===== src/rtl/cordic_dual_mode_if.sv =====
// Request/result bundle for the dual-mode CORDIC engine.
// Requester drives start and operands; the engine returns busy, a done pulse and results.
interface cordic_dual_mode_if #(
    parameter int WIDTH   = 16,
    parameter int ANGLE_W = 16
);
    logic                      crd_start;
    logic                      mode;
    logic signed [WIDTH-1:0]   x_in;
    logic signed [WIDTH-1:0]   y_in;
    logic signed [ANGLE_W-1:0] z_in;
    logic                      busy;
    logic                      crd_done;
    logic signed [WIDTH:0]     x_out;
    logic signed [WIDTH:0]     y_out;
    logic signed [ANGLE_W-1:0] z_out;

    modport master (
        output crd_start, mode, x_in, y_in, z_in,
        input  busy, crd_done, x_out, y_out, z_out
    );

    modport slave (
        input  crd_start, mode, x_in, y_in, z_in,
        output busy, crd_done, x_out, y_out, z_out
    );
endinterface


===== src/rtl/cordic_dual_mode.sv =====
// Iterative CORDIC: full-circle vectoring (atan2 + magnitude) or rotation, one request in flight.
// Latency ITERATIONS+2 clocks for every input; no backpressure, crd_start is ignored while busy.
module cordic_dual_mode #(
    parameter int WIDTH      = 16,
    parameter int ANGLE_W    = 16,
    parameter int ITERATIONS = 14
) (
    input  logic              clk,
    input  logic              rst_n,
    cordic_dual_mode_if.slave bus
);
    localparam int XW  = WIDTH + 3;
    localparam int PW  = XW + 16;
    localparam int ASH = 32 - ANGLE_W;
    localparam logic [32:0] RND = (33'd1 << ASH) >> 1;
    localparam logic signed [15:0] K_GAIN = 16'sd19898;
    localparam logic signed [ANGLE_W-1:0] QUARTER  = {2'b01, {(ANGLE_W-2){1'b0}}};
    localparam logic signed [ANGLE_W-1:0] NQUARTER = {2'b11, {(ANGLE_W-2){1'b0}}};
    localparam logic signed [PW-1:0] SAT_MAX = {{(PW-WIDTH){1'b0}}, {WIDTH{1'b1}}};
    localparam logic signed [PW-1:0] SAT_MIN = {{(PW-WIDTH){1'b1}}, {WIDTH{1'b0}}};
    localparam logic [4:0] LAST = 5'(ITERATIONS - 1);

    typedef enum logic [1:0] {IDLE, ITER, SCALE, OUT} state_t;

    // 32-bit binary-angle atan(2^-i), rounded half-up down to ANGLE_W bits.
    function automatic logic signed [ANGLE_W-1:0] atan_entry(input int i);
        logic [31:0] a;
        logic [32:0] s;
        case (i)
            0:  a = 32'd536870912;
            1:  a = 32'd316933406;
            2:  a = 32'd167458907;
            3:  a = 32'd85004756;
            4:  a = 32'd42667331;
            5:  a = 32'd21354465;
            6:  a = 32'd10679838;
            7:  a = 32'd5340245;
            8:  a = 32'd2670163;
            9:  a = 32'd1335087;
            10: a = 32'd667544;
            11: a = 32'd333772;
            12: a = 32'd166886;
            13: a = 32'd83443;
            14: a = 32'd41722;
            15: a = 32'd20861;
            16: a = 32'd10430;
            17: a = 32'd5215;
            18: a = 32'd2608;
            19: a = 32'd1304;
            20: a = 32'd652;
            21: a = 32'd326;
            22: a = 32'd163;
            23: a = 32'd81;
            default: a = 32'd0;
        endcase
        s = ({1'b0, a} + RND) >> ASH;
        return s[ANGLE_W-1:0];
    endfunction

    function automatic logic signed [WIDTH:0] sat(input logic signed [PW-1:0] v);
        if (v > SAT_MAX)      return SAT_MAX[WIDTH:0];
        else if (v < SAT_MIN) return SAT_MIN[WIDTH:0];
        else                  return v[WIDTH:0];
    endfunction

    logic signed [ANGLE_W-1:0] atan_tab [32];
    for (genvar g = 0; g < 32; g++) begin : g_atan
        assign atan_tab[g] = atan_entry(g);
    end

    state_t                    state, state_nxt;
    logic signed [XW-1:0]      xr, yr, xe, ye, x0, y0, xs, ys, x_nx, y_nx;
    logic signed [ANGLE_W-1:0] zr, z0, z_nx;
    logic signed [PW-1:0]      p, q, p_sh, q_sh;
    logic [4:0]                iter;
    logic                      vec_mode, zero_flg, d_pos;

    assign bus.busy = (state != IDLE);

    always_ff @(posedge clk or negedge rst_n) begin
        if (!rst_n) state <= IDLE;
        else        state <= state_nxt;
    end

    always_comb begin
        state_nxt = state;
        case (state)
            IDLE:    if (bus.crd_start) state_nxt = ITER;
            ITER:    if (iter == LAST)  state_nxt = SCALE;
            SCALE:   state_nxt = OUT;
            OUT:     state_nxt = IDLE;
            default: state_nxt = IDLE;
        endcase
    end

    // Quadrant pre-rotation keeps the iterative stage inside its ~99 degree convergence range.
    always_comb begin
        xe = {{3{bus.x_in[WIDTH-1]}}, bus.x_in};
        ye = {{3{bus.y_in[WIDTH-1]}}, bus.y_in};
        x0 = xe;
        y0 = ye;
        z0 = '0;
        if (!bus.mode) begin
            if (bus.x_in[WIDTH-1]) begin
                if (!bus.y_in[WIDTH-1]) begin
                    x0 = ye;  y0 = -xe; z0 = QUARTER;
                end else begin
                    x0 = -ye; y0 = xe;  z0 = NQUARTER;
                end
            end
        end else begin
            z0 = bus.z_in;
            if (bus.z_in > QUARTER) begin
                x0 = -ye; y0 = xe;  z0 = bus.z_in - QUARTER;
            end else if (bus.z_in < NQUARTER) begin
                x0 = ye;  y0 = -xe; z0 = bus.z_in + QUARTER;
            end
        end
    end

    always_comb begin
        xs    = xr >>> iter;
        ys    = yr >>> iter;
        d_pos = vec_mode ? yr[XW-1] : ~zr[ANGLE_W-1];
        x_nx  = d_pos ? xr - ys : xr + ys;
        y_nx  = d_pos ? yr + xs : yr - xs;
        z_nx  = d_pos ? zr - atan_tab[iter] : zr + atan_tab[iter];
        p_sh  = p >>> 15;
        q_sh  = q >>> 15;
    end

    always_ff @(posedge clk or negedge rst_n) begin
        if (!rst_n) begin
            xr <= '0; yr <= '0; zr <= '0; iter <= '0;
            vec_mode <= 1'b0; zero_flg <= 1'b0;
            p <= '0; q <= '0;
            bus.crd_done <= 1'b0;
            bus.x_out <= '0; bus.y_out <= '0; bus.z_out <= '0;
        end else begin
            bus.crd_done <= 1'b0;
            case (state)
                IDLE: if (bus.crd_start) begin
                    xr       <= x0;
                    yr       <= y0;
                    zr       <= z0;
                    iter     <= '0;
                    vec_mode <= ~bus.mode;
                    zero_flg <= ~bus.mode && (bus.x_in == '0) && (bus.y_in == '0);
                end
                ITER: begin
                    xr   <= x_nx;
                    yr   <= y_nx;
                    zr   <= z_nx;
                    iter <= iter + 5'd1;
                end
                SCALE: begin
                    p <= xr * K_GAIN;
                    q <= yr * K_GAIN;
                end
                OUT: begin
                    bus.x_out    <= zero_flg ? '0 : sat(p_sh);
                    bus.y_out    <= vec_mode ? '0 : sat(q_sh);
                    bus.z_out    <= zero_flg ? '0 : zr;
                    bus.crd_done <= 1'b1;
                end
                default: ;
            endcase
        end
    end
endmodule


===== src/flat_wrapper.sv =====
// flat-port wrapper written by rule: the top's interface ports become plain ports
module cordic_dual_mode_flat 
#(
    parameter int WIDTH      = 16,
    parameter int ANGLE_W    = 16,
    parameter int ITERATIONS = 14
)
  (clk, rst_n, bus_crd_start, bus_mode, bus_x_in, bus_y_in, bus_z_in, bus_busy, bus_crd_done, bus_x_out, bus_y_out, bus_z_out);
  cordic_dual_mode_if #(.WIDTH(WIDTH), .ANGLE_W(ANGLE_W)) bus_i ();
  input  logic clk;
  input  logic rst_n;
  input wire logic [$bits(bus_i.crd_start)-1:0] bus_crd_start;
  input wire logic [$bits(bus_i.mode)-1:0] bus_mode;
  input wire logic [$bits(bus_i.x_in)-1:0] bus_x_in;
  input wire logic [$bits(bus_i.y_in)-1:0] bus_y_in;
  input wire logic [$bits(bus_i.z_in)-1:0] bus_z_in;
  output wire logic [$bits(bus_i.busy)-1:0] bus_busy;
  output wire logic [$bits(bus_i.crd_done)-1:0] bus_crd_done;
  output wire logic [$bits(bus_i.x_out)-1:0] bus_x_out;
  output wire logic [$bits(bus_i.y_out)-1:0] bus_y_out;
  output wire logic [$bits(bus_i.z_out)-1:0] bus_z_out;
  assign bus_i.crd_start = bus_crd_start;
  assign bus_i.mode = bus_mode;
  assign bus_i.x_in = bus_x_in;
  assign bus_i.y_in = bus_y_in;
  assign bus_i.z_in = bus_z_in;
  assign bus_busy = bus_i.busy;
  assign bus_crd_done = bus_i.crd_done;
  assign bus_x_out = bus_i.x_out;
  assign bus_y_out = bus_i.y_out;
  assign bus_z_out = bus_i.z_out;
  cordic_dual_mode #(.WIDTH(WIDTH), .ANGLE_W(ANGLE_W), .ITERATIONS(ITERATIONS)) u_core (.clk(clk), .rst_n(rst_n), .bus(bus_i));
endmodule

===== config.mk =====
export PLATFORM = sky130hd
export DESIGN_NAME = cordic_dual_mode_flat
export DESIGN_NICKNAME = d
export VERILOG_FILES = /design/src/rtl/cordic_dual_mode_if.sv /design/src/rtl/cordic_dual_mode.sv /design/src/flat_wrapper.sv
export SDC_FILE = /design/constraint.sdc
export NUM_CORES = 1
export LEC_CHECK = 0
export ABC_AREA = 0
export CORE_ASPECT_RATIO = 0.8
export CORE_UTILIZATION = 60
export CTS_CLUSTER_DIAMETER = 120
export DETAILED_ROUTE_END_ITERATION = 12
export GPL_ROUTABILITY_DRIVEN = 1
export PLACE_DENSITY = 0.81
export SETUP_SLACK_MARGIN = 0.4
export SLEW_MARGIN = 20
export SYNTH_ARGS = -nofsm -noshare
export SYNTH_HDL_FRONTEND = slang
export SYNTH_SLANG_ARGS = --single-unit

===== constraint.sdc =====
create_clock -name clk -period 9.2 [get_ports clk]
set_clock_uncertainty 0.1 [all_clocks]
set_input_delay 0.92 -clock clk [delete_from_list [all_inputs] [get_ports clk]]
set_output_delay 0.92 -clock clk [all_outputs]
set_load 0.02 [all_outputs]

# Word-level counts from Yosys, hierarchy flattened
# Memories as Yosys holds them, arrays and structs flattened.
# Index checks and enable logic that the tools add are counted.
[classes]
multipliers = 2
n_eq_ne = 6
div_mod_pow = 0
mux = 40
n_addsub = 11
order_cmp = 7
shift = 2
n_bitwise = 3
n_reduce_logical = 10
[ops]
columns = ["operator", "count"]
rows = [
  ["$mux 19", 14],
  ["$mux 16", 10],
  ["$mux 17", 6],
  ["$pmux 19 s2", 2],
  ["$mul 19x15->34 const B", 2],
  ["$gt 20x17->1 const B", 2],
  ["$lt 20x17->1 const B", 2],
  ["$add 19x19->19", 2],
  ["$neg 16->19", 2],
  ["$sshr 19x5->19", 2],
  ["$sub 19x19->19", 2],
  ["$logic_not 16->1", 2],
  ["$pmux 16 s2", 1],
  ["$add 16x16->16", 1],
  ["$add 16x16->16 const B", 1],
  ["$gt 16x16->1 const B", 1],
  ["$lt 16x15->1 const B", 1],
  ["$sub 16x16->16", 1],
  ["$sub 16x16->16 const B", 1],
  ["$pmux 5 s2", 1],
  ["$pmux 2 s4", 1],
  ["$ge 6x6->1 const B", 1],
  ["$not 5->6", 1],
  ["$reduce_and 2->1", 3],
  ["other kinds (13)", 19],
]
[totals]
regBits = 182
romBits = 512
ram_bits = 0
mem_count = 1
latch_bits = 0
[memory_table]
columns = ["name", "words", "width", "rd", "rd_ports_with_merged_regs", "write_ports", "line", "text"]
rows = [
  ["(name not given)", 32, 16, 1, 0, 0, "cordic_dual_mode.sv:127", "z_nx = d_pos ? zr - atan_tab[iter] : zr + atan_tab[iter];"],
]

# Longest topological paths before layout
# Gate-level depths: netlist (run 1).
[logic_depth]
depth_word = 7
ltp_mapped = 25

# Least setup slack after synthesis (run 1)
# Ideal clock, no wire load.
[synth_timing]
path_kind = "reg-to-reg"
start = "reg u_core.yr[10]"
end = "reg u_core.q[28]"
n_path_buf = 0
required_time_ns = 8.975
path_stages_with_launch = 21
setup_ns = 0.125
path_slack_ns = 3.125
t_arrival_ns = 5.850
period_less_slack_ns = 6.075
cell_sequence = "dfrtp_1 -> ha_1 -> inv_1 -> fa_1 -> inv_1 -> fa_1 -> fa_1 -> fa_1 -> inv_1 -> fa_1 -> inv_1 -> ha_1 -> a21o_1 -> a21oi_1 -> o21ai_0 -> o31ai_1 -> o31ai_1 -> a2111oi_0 -> o41ai_1 -> xor2_1 -> mux2_2"
[synth_between]
elab_chain_cells = 1
[synth_lines]
columns = ["element", "line", "text"]
rows = [
  ["from (decl)", "cordic_dual_mode.sv:72", "logic signed [XW-1:0] xr, yr, xe, ye, x0, y0, xs, ys, x_nx, y_nx;"],
  ["from (signal assigned)", "cordic_dual_mode.sv:144", "yr <= y0;"],
  ["from (signal assigned)", "cordic_dual_mode.sv:152", "yr <= y_nx;"],
  ["$mul 19x15->34", "cordic_dual_mode.sv:158", "q <= yr * K_GAIN;"],
  ["to (signal assigned)", "cordic_dual_mode.sv:158", ""],
  ["to (decl)", "cordic_dual_mode.sv:74", "logic signed [PW-1:0] p, q, p_sh, q_sh;"],
]
# Every way passes these cells.
# A chain may end at the register's enable or synchronous reset.

# Final worst setup path (run 1)
[layout_timing]
start = "reg u_core.xr[7]"
end = "reg u_core.p[34]"
[layout_between]
elab_chain_cells = 1
[layout_lines]
columns = ["element", "line", "text"]
rows = [
  ["from (decl)", "cordic_dual_mode.sv:72", ""],
  ["from (signal assigned)", "cordic_dual_mode.sv:151", "xr <= x_nx;"],
  ["$mul 19x15->34", "cordic_dual_mode.sv:157", "p <= xr * K_GAIN;"],
  ["to (signal assigned)", "cordic_dual_mode.sv:157", ""],
  ["to (decl)", "cordic_dual_mode.sv:74", ""],
]
# Every way passes these cells.

==> flow_summary.toml, run 1 <==
[worst_setup_path]
path_cells = "ha_1, xor2_1, ha_1, inv_1, fa_1, inv_1, fa_1, fa_1, inv_1, fa_1, inv_1, ha_1, o21a_1, o21ai_0, or4_1, a311oi_1, o211ai_1, a2111oi_0, o21ai_0, xnor2_1, a21oi_1"
rrSetupSlack_ns = 2.16
required_ns = 9.50
timing.rr.end = "u_core.p[34]"
r2r_start = "u_core.xr[7]"
reg2regPathDepth = 21
arrival_ns = 7.34
cpPeakStageDelay_ns = 0.72
setup.worst_path.start_class = "flip-flop"
slowest_stage = "dfrtp_1"
crit_fanout = 14
cp-end-kind = "flip-flop"
setup.worst_path.class = "reg -> reg"

[final_layout]
drive_above_1_share_pct = 6.330
area_delta_synth_final_pct = 7.964
final_cell_mix = "497 x inv_1, 310 x ha_1, 242 x fa_1"
diodes = 0
layout.nets = 3469
layout.cells.most_common = "inv_1"

[yosys]
synth_seq_cells = 154
synthArstFlopShare_pct = 100.0
ys_seq_area_share_pct = 15.27
synth_cell_types = 87
synth_nets = 3454
synth.avg_cell_area_um2 = 8.862
yosys_warnings = 0
synth_top_flop_cell = "dfrtp_1"
syn-cell-area_um2 = 25230
synthCells = 2847
synth_edf_count = 0

[clock_network]
root_buffer = "clkbuf_16"
cts_resized = 0
cts.sinks = 154
clock_tree.buffer_depth = 2
clk_pin_slew_worst_paths_ns = 0.08
cts_tree = "yes"
htreeDepth = 4
holdBufCountCts = 0
numCtsBuffers = 17
cts_setup_buffers = 0
clk_latency_ns = 0.47

[status]
outcome = "finished, final reports clean"

[sta]
final_hold_viol_count = 0
period_share_pct = 76.50
tightest_slew_ns = 1.061
fmax_mhz = 142.1
rsz0062_at_grt = "false"
final.min_clock_period_ns = 7.038
setup_viol = 0
setup_tns_ns = 0
drv_slew = 0
max_slew_margin_pct = 29.28

[drt]
ant_nets = 0
routed_wl_mm = 72.17
post_drt_wl_per_cell_um = 21.11
via_per_inst = 6.254
initialDrtViolationCount = 2434
drtPass1Iterations = 6
vias = 21380
drc = 0

[min_path]
min_path_cells = 2
hold_end = "u_core.p[28]"
min_path_type = "reg -> reg"
worstHoldStart = "u_core.p[28]"

[global_route]
grt_first_pass_wirelength_mm = 115.3
grt_pass1_vias = 21290
grtUsageTotal_pct = 34.45
gr-total-overflow = 0
antenna_found_initial = 2
grt_max_degree = 95

[die]
io_pins = 104
row_count = 66
die_y_um = 185.4
initial_core_util_pct = 61.47
dieArea_um2 = 42880
coreArea_um2 = 41040
die_x_um = 231.3

[run]
max_cap_viol_count = 0

[place]
gp_congestion = 0.9781
port-buffer-count = 103
hpwl_mm = 56.17
==> sequential cells by signal, summed over array words and instances (netlist names) <==
name	flops
u_core.bus.x_out	17
u_core.yr	19
u_core.bus.y_out	17
u_core.iter	5
u_core.p	20
u_core.q	20
u_core.zr	16
u_core.xr	19
u_core.state	2
u_core.bus.crd_done	1
u_core.zero_flg	1
u_core.bus.z_out	16
u_core.vec_mode	1
==> final cells by class <==
class	instances	area, um2
multi-input combinational	2061	18980
timing repair buffer	127	1202
tap	544	680.7
clock inverter	14	197.7
clock buffer	18	439.2
fill	3239	13800
inverter	501	1881
sequential	154	3856
==> layer usage <==
| metal | track usage (%) | wire (um) |
|---|---|---|
| met5 | 0 | 23 |
| met4 | 10.52 | 1889 |
| met3 | 6.912 | 6333 |
| met2 | 52.14 | 31860 |
| met1 | 49.60 | 32060 |
==> worst max-delay path: cells and delay by family (launching register included) <==
kind,cells,cell delay (ns)
adder cells (fa/ha/maj),7,2.97
buffers and inverters,4,0.21
flip-flops,1,0.72
AND/OR/NAND/NOR,1,0.65
AO/OA/AOI/OAI,7,1.98
XOR/XNOR,2,0.35
==> how the worst max path moves through the flow <==
stage	startpoint	end	slack [ns]	cells after the start
2_1_floorplan	u_core.yr[10]	u_core.q[28]	3.12	20
4_1_cts	u_core.xr[7]	u_core.p[34]	2.28	21
3_3_place_gp	u_core.xr[7]	u_core.p[34]	2.58	20
3_5_place_dp	u_core.xr[6]	u_core.p[34]	2.37	20
6_report	u_core.xr[7]	u_core.p[34]	2.16	21
5_1_grt	u_core.xr[17]	u_core.p[34]	1.80	19
==> per-stage QoR <==
step           hold slack, ns  utilization, %  cells  setup slack, ns  area (um2)
2_1_floorplan          0.3471               -   2847            3.125       25230
3_3_place_gp           0.3784           64.81   3387            2.583       26600
3_5_place_dp           0.3820           64.81   3387            2.367       26600
4_1_cts                0.3990           66.36   3419            2.278       27240
5_1_grt                0.4340           66.37   3419            1.800       27240
6_report               0.4008           66.37   3419            2.162       27240
==> cells in the mapped netlist, drive strengths merged, types with 31 or more instances <==
library cell,count,area share [%]
nor2,212,3.2
mux4,44,4.0
fa,242,19
xnor2,78,2.7
xor2,73,2.5
nor3,39,0.77
nand3,41,0.81
dfrtp,154,15
a21o,43,1.3
inv,499,7.4
mux2,46,2.1
nand2,149,2.2
o22ai,48,1.2
clkbuf,94,1.4
ha,313,16
mux2i,49,1.9
a21oi,143,2.8
a31oi,31,0.77
o21ai,141,2.8
buf,37,0.80
a211oi,43,1.3
==> logic make-up after synthesis <==
| family | after synthesis | share of synthesized area, % |
|---|---|---|
| buf+inv | 632 | 9.655 |
| compound gates | 619 | 15.87 |
| simple gates | 596 | 11.17 |
| fa+ha+maj | 555 | 34.72 |
| flops | 154 | 15.27 |
| xor+xnor | 152 | 5.331 |
| mux | 139 | 7.969 |
Power of run 1 is left out: the tool's default activity adds up to more than one toggle a clock period on the data nets, which glitch-free logic cannot reach.
==> run 2, diff against run 1 <==
==> constraint.sdc (replaced) <==
create_clock -name clk -period 7.39 [get_ports clk]
set_clock_uncertainty 0.1 [all_clocks]
set_input_delay 0.739 -clock clk [delete_from_list [all_inputs] [get_ports clk]]
set_output_delay 0.739 -clock clk [all_outputs]
set_load 0.02 [all_outputs]
==> flow_summary.toml, run 2 (synthesized netlist as in run 1, its figures left out) <==
[final_layout]
layout.nets = 3493
final_cell_mix = "497 x inv_1, 310 x ha_1, 242 x fa_1"
seq_area_um2 = 3860
multi_input_area_um2 = 19000
layout.cells.most_common = "inv_1"
fillers = 3269
top_regs = "u_core.p: 20 flops, u_core.q: 20 flops"
area_delta_synth_final_pct = 8.802
stdcell_area_um2 = 27450
drive_above_1_share_pct = 7.278

[sta]
fmax_mhz = 149.7
drv_slew = 0
final_hold_viol_count = 0
setup_tns_ns = 0
period_share_pct = 90.39
max_slew_margin_pct = 25.53
final.min_clock_period_ns = 6.680
rsz0062_at_grt = "false"
hold_slack_ns = 0.2894
tightest_slew_ns = 1.117
setup_viol = 0

[worst_setup_path]
arrival_ns = 6.95
r2r_start = "u_core.yr[11]"
worst_path_most_repeated_cell = "fa_1"
slowest_stage = "dfrtp_1"
rrSetupSlack_ns = 0.71
setup.worst_path.class = "reg -> reg"
cpPeakStageDelay_ns = 0.58
required_ns = 7.66
timing.rr.end = "u_core.q[28]"
setup.worst_path.start_class = "flip-flop"
reg2regPathDepth = 21
crit_fanout = 14
cp-end-kind = "flip-flop"
path_cells = "ha_1, inv_1, fa_1, inv_1, fa_1, fa_1, fa_1, inv_1, fa_1, inv_1, ha_1, nand2_1, nor2_1, nand2_1, o21ai_1, o31ai_2, o31ai_2, a2111oi_1, o41ai_1, xor2_1, mux2_2"

[die]
row_count = 66
coreArea_um2 = 41040
initial_core_util_pct = 61.47
dieArea_um2 = 42880
die_x_um = 231.3
die_y_um = 185.4
io_pins = 104

[global_route]
antenna_found_initial = 1
grt_first_pass_wirelength_mm = 117.1
gr-total-overflow = 0
grtUsageTotal_pct = 35.22
grt_max_degree = 96
grt_pass1_vias = 21330

[place]
gp_congestion = 0.9978
placed_cell_area_um2 = 26780
port-buffer-count = 103
hpwl_mm = 58.44

[clock_network]
holdBufCountCts = 0
clock_tree.buffer_depth = 2
clk_latency_ns = 0.48
cts_tree = "yes"
root_buffer = "clkbuf_16"
cts.sinks = 154
clk_pin_slew_worst_paths_ns = 0.08
htreeDepth = 4
numCtsBuffers = 17
cts_setup_buffers = 0

[min_path]
min_path_type = "in -> async"

[run]
max_cap_viol_count = 0

[drt]
via_per_inst = 6.269
drc = 0
vias = 21590
initialDrtViolationCount = 2294
routed_wl_mm = 74.03
ant_nets = 0
drtPass1Iterations = 7
post_drt_wl_per_cell_um = 21.50

[status]
outcome = "finished, final reports clean"
[run 2: worst max path at each step]
stage	end	startpoint
after global routing	u_core.q[28]	u_core.yr[11]
after global placement	u_core.p[34]	u_core.xr[7]
final	u_core.q[28]	u_core.yr[11]
after detailed placement	u_core.q[28]	u_core.yr[9]
after CTS	u_core.q[28]	u_core.yr[9]
after floorplan	u_core.q[28]	u_core.yr[10]
[run 2: repair_timing]
item                       in CTS  in global routing
hold endpoints to repair        0                  0
resized for setup               0                  8
setup endpoints to repair       0                  7
[run 2: metal layers]
layer | up-vias | wire [um] | track usage, %
li1 | 9797 | - | -
met3 | 161 | 6284 | 5.973
met5 | - | 0 | 0
met1 | 10600 | 32900 | 51.07
met4 | 0 | 2174 | 11.23
met2 | 1037 | 32670 | 53.49
[run 2: area by class of cell]
| cell class | count | area share (%) |
|---|---|---|
| tap | 544 | 2.479 |
| clock buffer | 17 | 1.550 |
| timing repair buffer | 151 | 5.036 |
| multi-input combinational | 2061 | 69.21 |
| inverter | 501 | 6.850 |
| antenna | 1 | 0.009116 |
| sequential | 154 | 14.06 |
| clock inverter | 15 | 0.8067 |
[run 2: worst max-delay path, delay by kind of cell (launching register included)]
family	cells	cell delay, ns
and+or+nand+nor	3	0.32
adders and majority gates	7	3.41
AOI/OAI and AO/OA	5	1.47
DFF	1	0.58
buffers and inverters	4	0.26
muxes	1	0.29
xor gates and xnor gates	1	0.16
[run 2: stage by stage]
step | worst slack (ns) | std cells | utilization, %
after global routing | 0.4289 | 3443 | 66.88
final | 0.7101 | 3444 | 66.89
after global placement | 0.8056 | 3411 | 65.25
after floorplan | 1.315 | 2847 | -
after CTS | 0.4697 | 3443 | 66.83
after detailed placement | 0.4708 | 3411 | 65.25
Power of run 2 is left out for the same reason.
==> run 3, diff against run 2 <==
--- a/config.mk
+++ b/config.mk
@@ -7,6 +7,7 @@
 export LEC_CHECK = 0
 export ABC_AREA = 0
 export CORE_ASPECT_RATIO = 0.8
+export CORE_MARGIN = 2
 export CORE_UTILIZATION = 60
 export CTS_CLUSTER_DIAMETER = 120
 export DETAILED_ROUTE_END_ITERATION = 12
==> flow_summary.toml, run 3 (synthesized netlist as in run 1, its figures left out) <==
[final_layout]
final_cell_mix = "497 x inv_1, 310 x ha_1, 242 x fa_1"
area_delta_synth_final_pct = 8.594
layout.cells.most_common = "inv_1"
drive_above_1_share_pct = 7.150
top_regs = "u_core.p: 20 flops, u_core.q: 20 flops"
layout.nets = 3489

[drt]
ant_nets = 0
routed_wl_mm = 73.14
drtPass1Iterations = 7
via_per_inst = 6.249
drc = 0
vias = 21550
post_drt_wl_per_cell_um = 21.21
initialDrtViolationCount = 2494

[clock_network]
clk_pin_slew_worst_paths_ns = 0.08
cts_tree = "yes"
htreeDepth = 4
clock_tree.buffer_depth = 2
clk_latency_ns = 0.47
cts.sinks = 154
cts_setup_buffers = 0
numCtsBuffers = 17
root_buffer = "clkbuf_16"

[worst_setup_path]
crit_path_end = "u_core.p[34]"
arrival_ns = 6.87
setup.worst_path.class = "reg -> reg"
cp-end-kind = "flip-flop"
r2r_start = "u_core.xr[8]"
setup.worst_path.start_class = "flip-flop"
reg2regPathDepth = 21
crit_path_start = "u_core.xr[8]"
crit_fanout = 13
timing.rr.end = "u_core.p[34]"
rrSetupSlack_ns = 0.75
required_ns = 7.62

[global_route]
grt_first_pass_wirelength_mm = 116.1
antenna_found_initial = 0
grtUsageTotal_pct = 33.96
grt_max_degree = 96
grt_pass1_vias = 21210
gr-total-overflow = 0

[sta]
rsz0062_at_grt = "true"
setup_tns_ns = 0
drv_slew = 0
period_share_pct = 89.85
final_hold_viol_count = 0
setup_viol = 0
max_slew_margin_pct = 28.85
tightest_slew_ns = 1.067
final.min_clock_period_ns = 6.640
fmax_mhz = 150.6

[die]
coreArea_um2 = 41660
die_x_um = 233.3
initial_core_util_pct = 60.56
row_count = 67
die_y_um = 187.4
io_pins = 104
dieArea_um2 = 43720

[place]
hpwl_mm = 58.00
port-buffer-count = 103
gp_congestion = 1.006

[run]
max_cap_viol_count = 0

[status]
outcome = "finished, final reports clean"

[min_path]
min_path_type = "in -> async"
## run 3: critical path: stages, from the launching register on
cell       delay [ns]
dfrtp_1          0.64
ha_1             0.40
xor2_1           0.18
ha_1             0.29
inv_1            0.05
fa_1             0.49
inv_1            0.05
fa_1             0.49
fa_1             0.49
inv_1            0.05
fa_1             0.47
inv_1            0.04
ha_1             0.30
o21a_1           0.12
o21ai_0          0.18
or4_1            0.68
a311oi_2         0.38
o211ai_1         0.16
a2111oi_1        0.45
o21ai_0          0.22
xnor2_1          0.18
a21oi_1          0.09
## run 3: worst min path at each step
| stage | to | slack (ns) | depth (start not counted) |
|---|---|---|---|
| after floorplan | u_core.bus.crd_done | 0.34 | 0 |
| final | u_core.bus.x_out[1] | 0.26 | 1 |
| after CTS | u_core.bus.x_out[1] | 0.30 | 1 |
| after global placement | u_core.p[28] | 0.38 | 2 |
| after detailed placement | u_core.p[28] | 0.38 | 2 |
| after global routing | u_core.bus.x_out[9] | 0.34 | 1 |
## run 3: what timing repair did
action | CTS | global route
resized for setup | 0 | 9
setup endpoints to repair | 0 | 7
hold buffers | 0 | 0
## run 3: final cells by class
class / instances / area [um2]
antenna: 1 / 2.502
clock buffer: 18 / 429.2
clock inverter: 14 / 175.2
fill: 3365 / 14260
inverter: 501 / 1881
multi-input combinational: 2061 / 19010
sequential: 154 / 3859
tap: 552 / 690.7
timing repair buffer: 147 / 1353
## run 3: layer usage
metal  global-route usage [%]  routed length (um)
met1                    49.56               32370
met2                    51.27               32060
met3                    7.088                6670
met4                    9.162                2035
met5                        0                   0
## run 3: through the flow
stage               std cells  worst slack, ns  hold WS [ns]  instance area [um2]  util, %
floorplan                2847            1.315        0.3434                25230        -
global placement         3415           0.8044        0.3783                26760    64.22
detailed placement       3415           0.4501        0.3767                26760    64.22
CTS                      3447           0.4465        0.2986                27360    65.67
global route             3447           0.4001        0.3357                27400    65.76
finish                   3448           0.7499        0.2650                27400    65.76
Power of run 3 is left out for the same reason.
